$ cat config.mk
export PLATFORM = sky130hd
export DESIGN_NAME = multicycle_control
export DESIGN_NICKNAME = d
export VERILOG_FILES = /design/src/rtl/multicycle_control.sv
export SDC_FILE = /design/constraint.sdc
export NUM_CORES = 1
export LEC_CHECK = 0
export CORE_ASPECT_RATIO = 1.75
export CORE_MARGIN = 4
export CORE_UTILIZATION = 50
export DETAILED_ROUTE_END_ITERATION = 8
export PLACE_DENSITY = 0.81
export SLEW_MARGIN = 25
export SYNTH_ARGS = -nofsm -noshare
export SYNTH_HDL_FRONTEND = slang
export SYNTH_SLANG_ARGS = --single-unit
export TNS_END_PERCENT = 30
$ cat constraint.sdc
create_clock -name clk -period 2.4 [get_ports clk]
set_clock_uncertainty 0.05 [all_clocks]
set_input_delay 0.24 -clock clk [delete_from_list [all_inputs] [get_ports clk]]
set_output_delay 0.24 -clock clk [all_outputs]
set_load 0.01 [all_outputs]
$ cat src/rtl/multicycle_control.sv
// Multicycle MIPS-subset control unit: a Moore FSM that sequences the datapath,
// latches the instruction fields and counts retired instructions.
module multicycle_control #(
  parameter logic [2:0] ALU_ADD = 3'b000,
  parameter logic [2:0] ALU_SUB = 3'b001,
  parameter logic [2:0] ALU_XOR = 3'b010,
  parameter logic [2:0] ALU_SLT = 3'b011
) (
  input  logic        clk,
  input  logic        reset,
  input  logic [5:0]  opcode,
  input  logic [5:0]  funct,
  input  logic        zero,
  output logic        pc_we,
  output logic        ir_we,
  output logic        mem_we,
  output logic        reg_we,
  output logic        iord,
  output logic        br_take,
  output logic [1:0]  pc_src,
  output logic        alu_srcb,
  output logic [2:0]  alu_op,
  output logic [1:0]  reg_dst,
  output logic [1:0]  mem_to_reg,
  output logic [3:0]  state,
  output logic        halted,
  output logic [31:0] instr_count
);

  typedef enum logic [3:0] {
    S_RST    = 4'd0,  S_FETCH  = 4'd1,  S_DECODE = 4'd2,  S_EXEC  = 4'd3,
    S_ALUWB  = 4'd4,  S_MEMADR = 4'd5,  S_MEMRD  = 4'd6,  S_MEMWB = 4'd7,
    S_MEMWR  = 4'd8,  S_BRANCH = 4'd9,  S_JUMP   = 4'd10, S_JAL   = 4'd11,
    S_JR     = 4'd12, S_HALT   = 4'd15
  } state_t;

  localparam logic [5:0] OP_RTYPE = 6'h00;
  localparam logic [5:0] OP_J     = 6'h02;
  localparam logic [5:0] OP_JAL   = 6'h03;
  localparam logic [5:0] OP_BEQ   = 6'h04;
  localparam logic [5:0] OP_BNE   = 6'h05;
  localparam logic [5:0] OP_ADDI  = 6'h08;
  localparam logic [5:0] OP_XORI  = 6'h0E;
  localparam logic [5:0] OP_LW    = 6'h23;
  localparam logic [5:0] OP_SW    = 6'h2B;
  localparam logic [5:0] FN_ADD   = 6'h20;
  localparam logic [5:0] FN_SUB   = 6'h22;
  localparam logic [5:0] FN_SLT   = 6'h2A;
  localparam logic [5:0] FN_JR    = 6'h08;

  state_t     cur, nxt;
  logic [5:0] op_q, fn_q;

  function automatic state_t dispatch(input logic [5:0] op, input logic [5:0] fn);
    case (op)
      OP_RTYPE: begin
        if (fn == FN_ADD || fn == FN_SUB || fn == FN_SLT) dispatch = S_EXEC;
        else if (fn == FN_JR)                             dispatch = S_JR;
        else                                              dispatch = S_HALT;
      end
      OP_ADDI, OP_XORI: dispatch = S_EXEC;
      OP_LW, OP_SW:     dispatch = S_MEMADR;
      OP_BEQ, OP_BNE:   dispatch = S_BRANCH;
      OP_J:             dispatch = S_JUMP;
      OP_JAL:           dispatch = S_JAL;
      default:          dispatch = S_HALT;
    endcase
  endfunction

  function automatic logic [2:0] exec_alu_op(input logic [5:0] op, input logic [5:0] fn);
    if (op == OP_RTYPE) begin
      if (fn == FN_SUB)      exec_alu_op = ALU_SUB;
      else if (fn == FN_SLT) exec_alu_op = ALU_SLT;
      else                   exec_alu_op = ALU_ADD;
    end else if (op == OP_XORI) begin
      exec_alu_op = ALU_XOR;
    end else begin
      exec_alu_op = ALU_ADD;
    end
  endfunction

  always_ff @(posedge clk or posedge reset) begin
    if (reset) cur <= S_RST;
    else       cur <= nxt;
  end

  // Instruction fields are captured with the IR so later states ignore the live inputs.
  always_ff @(posedge clk or posedge reset) begin
    if (reset) begin
      op_q <= '0;
      fn_q <= '0;
    end else if (ir_we) begin
      op_q <= opcode;
      fn_q <= funct;
    end
  end

  always_ff @(posedge clk or posedge reset) begin
    if (reset)                               instr_count <= '0;
    else if (nxt == S_FETCH && cur != S_RST) instr_count <= instr_count + 32'd1;
  end

  always_comb begin
    nxt = cur;
    case (cur)
      S_RST:    nxt = S_FETCH;
      S_FETCH:  nxt = S_DECODE;
      S_DECODE: nxt = dispatch(op_q, fn_q);
      S_EXEC:   nxt = S_ALUWB;
      S_MEMADR: nxt = (op_q == OP_LW) ? S_MEMRD : S_MEMWR;
      S_MEMRD:  nxt = S_MEMWB;
      S_HALT:   nxt = S_HALT;
      default:  nxt = S_FETCH;
    endcase
  end

  always_comb begin
    pc_we      = 1'b0;
    ir_we      = 1'b0;
    mem_we     = 1'b0;
    reg_we     = 1'b0;
    iord       = 1'b0;
    br_take    = 1'b0;
    pc_src     = 2'd0;
    alu_srcb   = 1'b0;
    alu_op     = ALU_ADD;
    reg_dst    = 2'd0;
    mem_to_reg = 2'd0;
    halted     = 1'b0;
    case (cur)
      S_FETCH: begin
        ir_we = 1'b1;
        pc_we = 1'b1;
      end
      S_EXEC: begin
        alu_op   = exec_alu_op(op_q, fn_q);
        alu_srcb = (op_q != OP_RTYPE);
      end
      S_ALUWB: begin
        alu_op   = exec_alu_op(op_q, fn_q);
        alu_srcb = (op_q != OP_RTYPE);
        reg_we   = 1'b1;
        reg_dst  = (op_q == OP_RTYPE) ? 2'd1 : 2'd0;
      end
      S_MEMADR: alu_srcb = 1'b1;
      S_MEMRD:  iord = 1'b1;
      S_MEMWB: begin
        reg_we     = 1'b1;
        mem_to_reg = 2'd1;
      end
      S_MEMWR: begin
        iord   = 1'b1;
        mem_we = 1'b1;
      end
      // The only Mealy output: branch decision follows the live zero flag.
      S_BRANCH: begin
        alu_op  = ALU_SUB;
        pc_we   = 1'b1;
        br_take = (op_q == OP_BEQ) ? zero : ~zero;
      end
      S_JUMP: begin
        pc_we  = 1'b1;
        pc_src = 2'd1;
      end
      S_JAL: begin
        pc_we      = 1'b1;
        pc_src     = 2'd1;
        reg_we     = 1'b1;
        reg_dst    = 2'd2;
        mem_to_reg = 2'd2;
      end
      S_JR: begin
        pc_we  = 1'b1;
        pc_src = 2'd2;
      end
      S_HALT:  halted = 1'b1;
      default: ;
    endcase
  end

  assign state = cur;

endmodule

==> results of run 1 <==
## per-stage QoR
stage | setup WS [ns] | total power [mW] | instances | instance area (um^2)
floorplan | 0.593 | 2.23 | 257 | 2660
global placement | 0.227 | 2.85 | 377 | 3410
detailed placement | 0.197 | 2.88 | 377 | 3410
CTS | 0.0148 | 3.41 | 385 | 3520
global route | 0.00919 | 3.61 | 385 | 3530
finish | 0.107 | 3.39 | 385 | 3530
## sequential cells by signal, indices dropped and copies added (netlist names)
| register | cells |
|---|---|
| op_q | 6 |
| fn_q | 6 |
| instr_count | 32 |
| state | 4 |
## cells by family (layout without fill, tap and decap cells)
family          count (synthesis)  in the layout  synth area share, %
mux                            16             16                 6.69
flops                          48             48                 45.2
buf+inv                        17             91                 3.62
xor+xnor                       34             34                 11.2
fa+ha+maj                       1              1                0.471
other cells                     1              1                0.141
compound gates                 29             29                 7.20
simple gates                  111            111                 25.5
## power breakdown
| part | switching, mW | internal (mW) | total (mW) |
|---|---|---|---|
| combinational | 0.869 | 0.830 | 1.70 |
| sequential | 0.191 | 0.996 | 1.19 |
| clock | 0.267 | 0.235 | 0.501 |
| total | 1.33 | 2.06 | 3.39 |
## critical path, cell delays in order, from the launching register on
cell	delay, ns
sky130_fd_sc_hd__dfrtp_1	0.37
sky130_fd_sc_hd__buf_4	0.19
sky130_fd_sc_hd__nor2b_1	0.18
sky130_fd_sc_hd__a21oi_1	0.08
sky130_fd_sc_hd__nand2b_1	0.15
sky130_fd_sc_hd__a21oi_2	0.18
sky130_fd_sc_hd__clkdlybuf4s50_1	0.56
## layout by cell type (no fill, tap or decap), drive strengths merged, types with 10 or more instances in the layout
| cell | netlist | layout |
|---|---|---|
| clkdlybuf4s50 | 0 | 61 |
| dfrtp | 48 | 48 |
| xnor2 | 30 | 30 |
| nand3 | 21 | 21 |
| nand2 | 19 | 19 |
| buf | 13 | 15 |
| nor2 | 15 | 15 |
| mux2 | 14 | 14 |
| nand4 | 13 | 13 |
| a21oi | 10 | 10 |
| nor3 | 10 | 10 |
## final cells by class
type                    instances  area, um^2  area share, %
clock inverters                 1        7.51          0.213
flip-flops and latches         48        1200           34.0
clock buffers                   7        86.3           2.45
multi-input cells             192        1390           39.2
repair buffers                 81         774           21.9
well taps                      54        67.6           1.91
inverters                       2        7.51          0.213
## metal layers
metal	vias to the layer above	part of all wire, %	GRT usage [%]
met5	-	0	0
met4	0	4.2	9.79
met3	18	4.6	3.78
met2	74	54	37.4
met1	1058	37	20.8
li1	1069	-	-
## worst paths after layout
| check | startpoint | end | slack, ns | cells after the start |
|---|---|---|---|---|
| worst max-delay path | state[1] | alu_srcb | 0.11 | 6 |
| worst min-delay path | reset | fn_q[5] | 0.05 | 2 |
| worst max register to register | state[0] | instr_count[29] | 0.48 | 6 |
| worst min register to register | instr_count[31] | instr_count[31] | 0.42 | 1 |
| max in group asynchronous | reset | instr_count[24] | 1.68 | 3 |
| min in group clk | instr_count[31] | instr_count[31] | 0.42 | 1 |
==> impl_metrics.prom, run 1 <==
# TYPE chip_impl_metric gauge
chip_impl_info{name="run_status",value="finished, final reports clean"} 1
chip_impl_metric{name="post_synth_num_cell_types",unit=""} 52
chip_impl_metric{name="fin_worst_hold_slack",unit="ns"} 0.0456
chip_impl_metric{name="initial_antenna_violation_count",unit=""} 0
chip_impl_metric{name="per_instance_average_area_after_synthesis",unit="um^2"} 10.3
chip_impl_metric{name="rows",unit=""} 34
chip_impl_metric{name="cts_num_sinks",unit=""} 48
chip_impl_metric{name="worst_setup_hold_path_clk_slew",unit="ns"} 0.09
chip_impl_info{name="clk_tree_root_cell",value="sky130_fd_sc_hd__clkbuf_8"} 1
chip_impl_metric{name="placer_congestion",unit=""} 0.843
chip_impl_metric{name="grt_use_total",unit="%"} 20.1
chip_impl_metric{name="post-dp-hpwl",unit="mm"} 4.93
chip_impl_metric{name="synthesis.nets",unit=""} 273
chip_impl_info{name="hold_path_class",value="input pin to async pin"} 1
chip_impl_metric{name="route.antenna.remaining_nets",unit=""} 0
chip_impl_metric{name="synth.top_cell.area_share",unit="%"} 45.2
chip_impl_info{name="grt_setup_unrepaired",value="no"} 1
chip_impl_metric{name="drtPass1Iterations",unit=""} 4
chip_impl_metric{name="layout.nets",unit=""} 346
chip_impl_metric{name="synthCells",unit=""} 257
chip_impl_metric{name="postLayoutCoreUtil",unit="%"} 69.7
chip_impl_metric{name="cellLeakagePower",unit="nW"} 1.46
chip_impl_metric{name="synthesis.area",unit="um^2"} 2660
chip_impl_metric{name="cts_htree_levels",unit=""} 2
chip_impl_metric{name="drt_drc_violations_left",unit=""} 0
chip_impl_metric{name="ratio_of_cells_with_drive_above_1_in_the_final_layout",unit="%"} 16.0
chip_impl_metric{name="die_width",unit="um"} 63.1
chip_impl_metric{name="max_freq",unit="GHz"} 0.436
chip_impl_metric{name="report.final.setup_viol",unit=""} 0
chip_impl_metric{name="wl_per_cell",unit="um"} 16.6
chip_impl_metric{name="post-cts-setup-buffer-count",unit=""} 0
chip_impl_metric{name="grt_pass1_vias",unit=""} 2260
chip_impl_metric{name="floorplan.die.height",unit="um"} 104
chip_impl_info{name="synth_ff_type",value="sky130_fd_sc_hd__dfrtp_1"} 1
chip_impl_metric{name="ys_ff_latch",unit=""} 48
chip_impl_metric{name="slew-limit-headroom",unit="%"} 61.7
chip_impl_metric{name="worstPathArrival",unit="ns"} 2.00
chip_impl_info{name="crit_type",value="flop to primary output"} 1
chip_impl_metric{name="yosysWarningCount",unit=""} 0
chip_impl_metric{name="cts.hold.buffers_added",unit=""} 0
chip_impl_metric{name="worstSkewPairLatency",unit="ns"} 0.29
chip_impl_metric{name="max_slew.worst_pin.slew",unit="ns"} 0.570
chip_impl_metric{name="routed_via_density",unit=""} 5.76
chip_impl_metric{name="cts_inserted_buffers",unit=""} 5
chip_impl_metric{name="clock_path_buffers",unit=""} 2
chip_impl_metric{name="critPathMaxFanout",unit=""} 13
chip_impl_info{name="cts_tree",value="done"} 1
chip_impl_metric{name="grt_first_pass_wirelength",unit="mm"} 10.6
chip_impl_metric{name="final_period_minus_worst_setup_slack",unit="ns"} 2.29
chip_impl_info{name="yosysMostFrequentCell",value="sky130_fd_sc_hd__dfrtp_1"} 1
chip_impl_metric{name="ys_seq_area_share",unit="%"} 45.2
chip_impl_metric{name="timing.setup.tns",unit="ns"} 0
chip_impl_metric{name="timing.final.crit_share",unit="%"} 95.5
chip_impl_metric{name="async_flop_share",unit="%"} 100
chip_impl_info{name="cp-start-kind",value="flop"} 1
chip_impl_metric{name="timing_max_transition_violations_final",unit=""} 0
chip_impl_metric{name="total_vias_in_the_final_route",unit=""} 2219
chip_impl_metric{name="port_buffers",unit=""} 66
chip_impl_metric{name="final_hold_vios",unit=""} 0
chip_impl_info{name="synth_area_leaders",value="sky130_fd_sc_hd__dfrtp_1, sky130_fd_sc_hd__xnor2_1, sky130_fd_sc_hd__mux2_2, sky130_fd_sc_hd__nand3_1, sky130_fd_sc_hd__nand4_1"} 1
chip_impl_metric{name="design.core.area",unit="um^2"} 5060
chip_impl_metric{name="cts_repair_resize_count",unit=""} 8
chip_impl_metric{name="nFillCells",unit=""} 387
chip_impl_metric{name="power_per_cell_area",unit="nW/um^2"} 960
chip_impl_metric{name="number_of_enable_flip_flop_cells_after_synthesis",unit=""} 0
chip_impl_metric{name="cp.required",unit="ns"} 2.11
chip_impl_metric{name="route.final.wire_length",unit="mm"} 6.37
chip_impl_metric{name="drtIter0Drc",unit=""} 101
chip_impl_metric{name="die-area",unit="um^2"} 6590
chip_impl_metric{name="diodes",unit=""} 0
chip_impl_info{name="endpoint_kind_of_the_worst_setup_timing_path",value="primary output"} 1
chip_impl_metric{name="ioPinCount",unit=""} 68
chip_impl_metric{name="max_cap_viol_count",unit=""} 0
chip_impl_metric{name="initial_core_util",unit="%"} 52.5
chip_impl_info{name="synth_top_area_cell",value="sky130_fd_sc_hd__dfrtp_1"} 1
chip_impl_info{name="netlist_top_cells_count",value="sky130_fd_sc_hd__dfrtp_1, sky130_fd_sc_hd__xnor2_1, sky130_fd_sc_hd__nand3_1"} 1
chip_impl_metric{name="vdd_ir_drop_max",unit="V"} 0.000933
chip_impl_metric{name="grt_max_degree",unit=""} 34
chip_impl_metric{name="areaGrowthSynthToFinish",unit="%"} 32.8
chip_impl_metric{name="global_route.overflow_total",unit=""} 0
(Power assumes the default switching activity.)
==> run 2: changes to the inputs <==
- CORE_MARGIN: 4 -> 2
- PLACE_DENSITY: 0.81 -> 0.91
==> run 2 against run 1 <==
Net effect: global-route usage grew 2.1 points; design area increased by 0.25%; flip-flop and latch count stayed put; clock power up 13%; sequential power hardly changed; final cell count stayed put; worst setup slack lost 0.048 ns.
==> impl_metrics.prom, run 2 (synthesized netlist as in run 1, its figures left out) <==
# TYPE chip_impl_metric gauge
chip_impl_metric{name="areaGrowthSynthToFinish",unit="%"} 33.1
chip_impl_metric{name="wl_per_cell",unit="um"} 15.9
chip_impl_metric{name="max_freq",unit="GHz"} 0.427
chip_impl_metric{name="worstSkewPairLatency",unit="ns"} 0.29
chip_impl_metric{name="cellLeakagePower",unit="nW"} 1.44
chip_impl_metric{name="multiInputGateArea",unit="um^2"} 1380
chip_impl_metric{name="routed_via_density",unit=""} 5.84
chip_impl_metric{name="worstPathArrival",unit="ns"} 2.05
chip_impl_metric{name="die_width",unit="um"} 59.1
chip_impl_metric{name="grt_use_total",unit="%"} 22.1
chip_impl_metric{name="max_slew.worst_pin.slew",unit="ns"} 0.499
chip_impl_info{name="cts_tree",value="done"} 1
chip_impl_metric{name="final_period_minus_worst_setup_slack",unit="ns"} 2.34
chip_impl_metric{name="ratio_of_cells_with_drive_above_1_in_the_final_layout",unit="%"} 16.4
chip_impl_metric{name="cts_num_sinks",unit=""} 48
chip_impl_info{name="clk_tree_root_cell",value="sky130_fd_sc_hd__clkbuf_8"} 1
chip_impl_metric{name="diodes",unit=""} 0
chip_impl_info{name="timing.critical_path.cells",value="or4b_2 > nor2_1 > clkdlybuf4s50_1"} 1
chip_impl_metric{name="drtIter0Drc",unit=""} 57
chip_impl_info{name="hold_path_class",value="input pin to async pin"} 1
chip_impl_metric{name="flip_flop_count_of_the_largest_register_after_layout",unit=""} 32
chip_impl_metric{name="timing.final.crit_share",unit="%"} 97.5
chip_impl_info{name="largest_registers_ranked_by_flip_flop_count",value="instr_count x32, fn_q x6, op_q x6"} 1
chip_impl_metric{name="power.share.switching",unit="%"} 37.7
chip_impl_metric{name="initial_antenna_violation_count",unit=""} 0
chip_impl_info{name="run_status",value="finished, final reports clean"} 1
chip_impl_metric{name="cts_inserted_buffers",unit=""} 5
chip_impl_metric{name="grt_first_pass_wirelength",unit="mm"} 10.3
chip_impl_info{name="crit_type",value="flop to primary output"} 1
chip_impl_info{name="critical_path.slowest_cell",value="sky130_fd_sc_hd__or4b_2"} 1
chip_impl_metric{name="nFillCells",unit=""} 402
chip_impl_metric{name="power_per_cell_area",unit="nW/um^2"} 965
chip_impl_metric{name="timing_max_transition_violations_final",unit=""} 0
chip_impl_metric{name="clock_path_buffers",unit=""} 2
chip_impl_metric{name="post-dp-hpwl",unit="mm"} 4.80
chip_impl_metric{name="comb_power_share",unit="%"} 48.8
chip_impl_metric{name="switching_power",unit="mW"} 1.29
chip_impl_info{name="layout_commonest_cell",value="sky130_fd_sc_hd__clkdlybuf4s50_1"} 1
chip_impl_metric{name="fin_worst_hold_slack",unit="ns"} 0.247
chip_impl_info{name="regMostFlops",value="instr_count"} 1
chip_impl_metric{name="vdd_ir_drop_max",unit="V"} 0.000738
chip_impl_metric{name="share_seq_of_total_power",unit="%"} 34.7
chip_impl_metric{name="port_buffers",unit=""} 66
chip_impl_metric{name="ioPinCount",unit=""} 68
chip_impl_metric{name="timing.setup.tns",unit="ns"} 0
chip_impl_metric{name="final_hold_vios",unit=""} 0
chip_impl_info{name="grt_setup_unrepaired",value="yes"} 1
chip_impl_info{name="endpoint_kind_of_the_worst_setup_timing_path",value="primary output"} 1
chip_impl_metric{name="worst_setup_hold_path_clk_slew",unit="ns"} 0.08
chip_impl_metric{name="layout.nets",unit=""} 345
chip_impl_metric{name="cts_htree_levels",unit=""} 2
chip_impl_metric{name="route.antenna.remaining_nets",unit=""} 0
chip_impl_metric{name="clock_power_share",unit="%"} 16.6
chip_impl_info{name="final_cell_mix",value="sky130_fd_sc_hd__clkdlybuf4s50_1, sky130_fd_sc_hd__dfrtp_1, sky130_fd_sc_hd__xnor2_1, sky130_fd_sc_hd__nand3_1, sky130_fd_sc_hd__nand2_1"} 1
chip_impl_metric{name="design.core.area",unit="um^2"} 5210
chip_impl_metric{name="drtPass1Iterations",unit=""} 4
chip_impl_metric{name="route.final.wire_length",unit="mm"} 6.13
chip_impl_metric{name="post-cts-setup-buffer-count",unit=""} 0
chip_impl_metric{name="seqCellArea",unit="um^2"} 1200
chip_impl_metric{name="slowest_delay",unit="ns"} 0.71
chip_impl_metric{name="internal_power",unit="mW"} 2.13
chip_impl_metric{name="initial_core_util",unit="%"} 51.0
chip_impl_metric{name="grt_max_degree",unit=""} 25
chip_impl_metric{name="grt_pass1_vias",unit=""} 2273
chip_impl_metric{name="rows",unit=""} 35
chip_impl_metric{name="cp.required",unit="ns"} 2.11
chip_impl_metric{name="critPathMaxFanout",unit=""} 3
chip_impl_metric{name="placer_congestion",unit=""} 0.963
chip_impl_metric{name="floorplan.die.height",unit="um"} 100
chip_impl_metric{name="total_vias_in_the_final_route",unit=""} 2248
chip_impl_metric{name="drt_drc_violations_left",unit=""} 0
chip_impl_metric{name="max_cap_viol_count",unit=""} 0
chip_impl_metric{name="report.final.setup_viol",unit=""} 0
chip_impl_info{name="cp-start-kind",value="flop"} 1
chip_impl_metric{name="die-area",unit="um^2"} 5940
chip_impl_metric{name="slew-limit-headroom",unit="%"} 66.7
chip_impl_metric{name="global_route.overflow_total",unit=""} 0
[run 2: final timing paths]
check | start | to | slack [ns] | cells after the start
min | reset | instr_count[31] | 0.25 | 2
min in group clk | instr_count[31] | instr_count[31] | 0.43 | 1
max reg2reg | fn_q[0] | state[2] | 0.47 | 5
max | state[0] | reg_dst[0] | 0.06 | 3
min reg2reg | instr_count[31] | instr_count[31] | 0.43 | 1
max in group asynchronous | reset | state[3] | 1.45 | 3
[run 2: worst max-delay path, delay by kind of cell (launching register included)]
kind,cells,cell delay (ns)
AND/OR/NAND/NOR,2,0.83
buffers and inverters,1,0.55
flip-flops,1,0.38
[run 2: layout make-up]
cell class,count,area share [%]
clock inverter,3,1.20
sequential,48,33.9
multi-input combinational,192,39.0
tap,55,1.94
timing repair buffer,80,21.7
inverter,2,0.212
clock buffer,5,1.94
[run 2: per-stage QoR]
stage	worst slack (ns)	cells	cell area, um^2	util [%]	power, mW
2_1_floorplan	0.593	257	2660	-	2.23
3_3_place_gp	0.205	377	3400	65.3	2.79
3_5_place_dp	0.135	377	3400	65.3	2.83
4_1_cts	0.0393	385	3520	67.6	3.42
5_1_grt	-0.0311	385	3540	67.9	3.62
6_report	0.0592	385	3540	67.9	3.41
[run 2: power groups by stage]
stage          Sequential [mW]  Combinational, mW  Clock, mW
4_1_cts                   1.18               1.65      0.583
6_report                  1.18               1.66      0.566
3_3_place_gp              1.17               1.62          0
3_5_place_dp              1.19               1.64          0
2_1_floorplan             1.19               1.04          0
5_1_grt                   1.21               1.81      0.606
[run 2: layer usage]
layer | wire (um) | vias up | share of wire, % | GRT usage, %
li1 | - | 1060 | - | -
met1 | 2190 | 1084 | 36 | 24.0
met2 | 3520 | 84 | 57 | 41.4
met3 | 212 | 20 | 3.5 | 2.45
met4 | 214 | 0 | 3.5 | 9.79
met5 | 0 | - | 0 | 0
[run 2: what timing repair did]
item / CTS / global route
resized for setup: 5 / 6
hold buffers: 0 / 0
hold endpoints to repair: 0 / 0
pin swaps: 0 / 0
setup endpoints to repair: 2 / 4
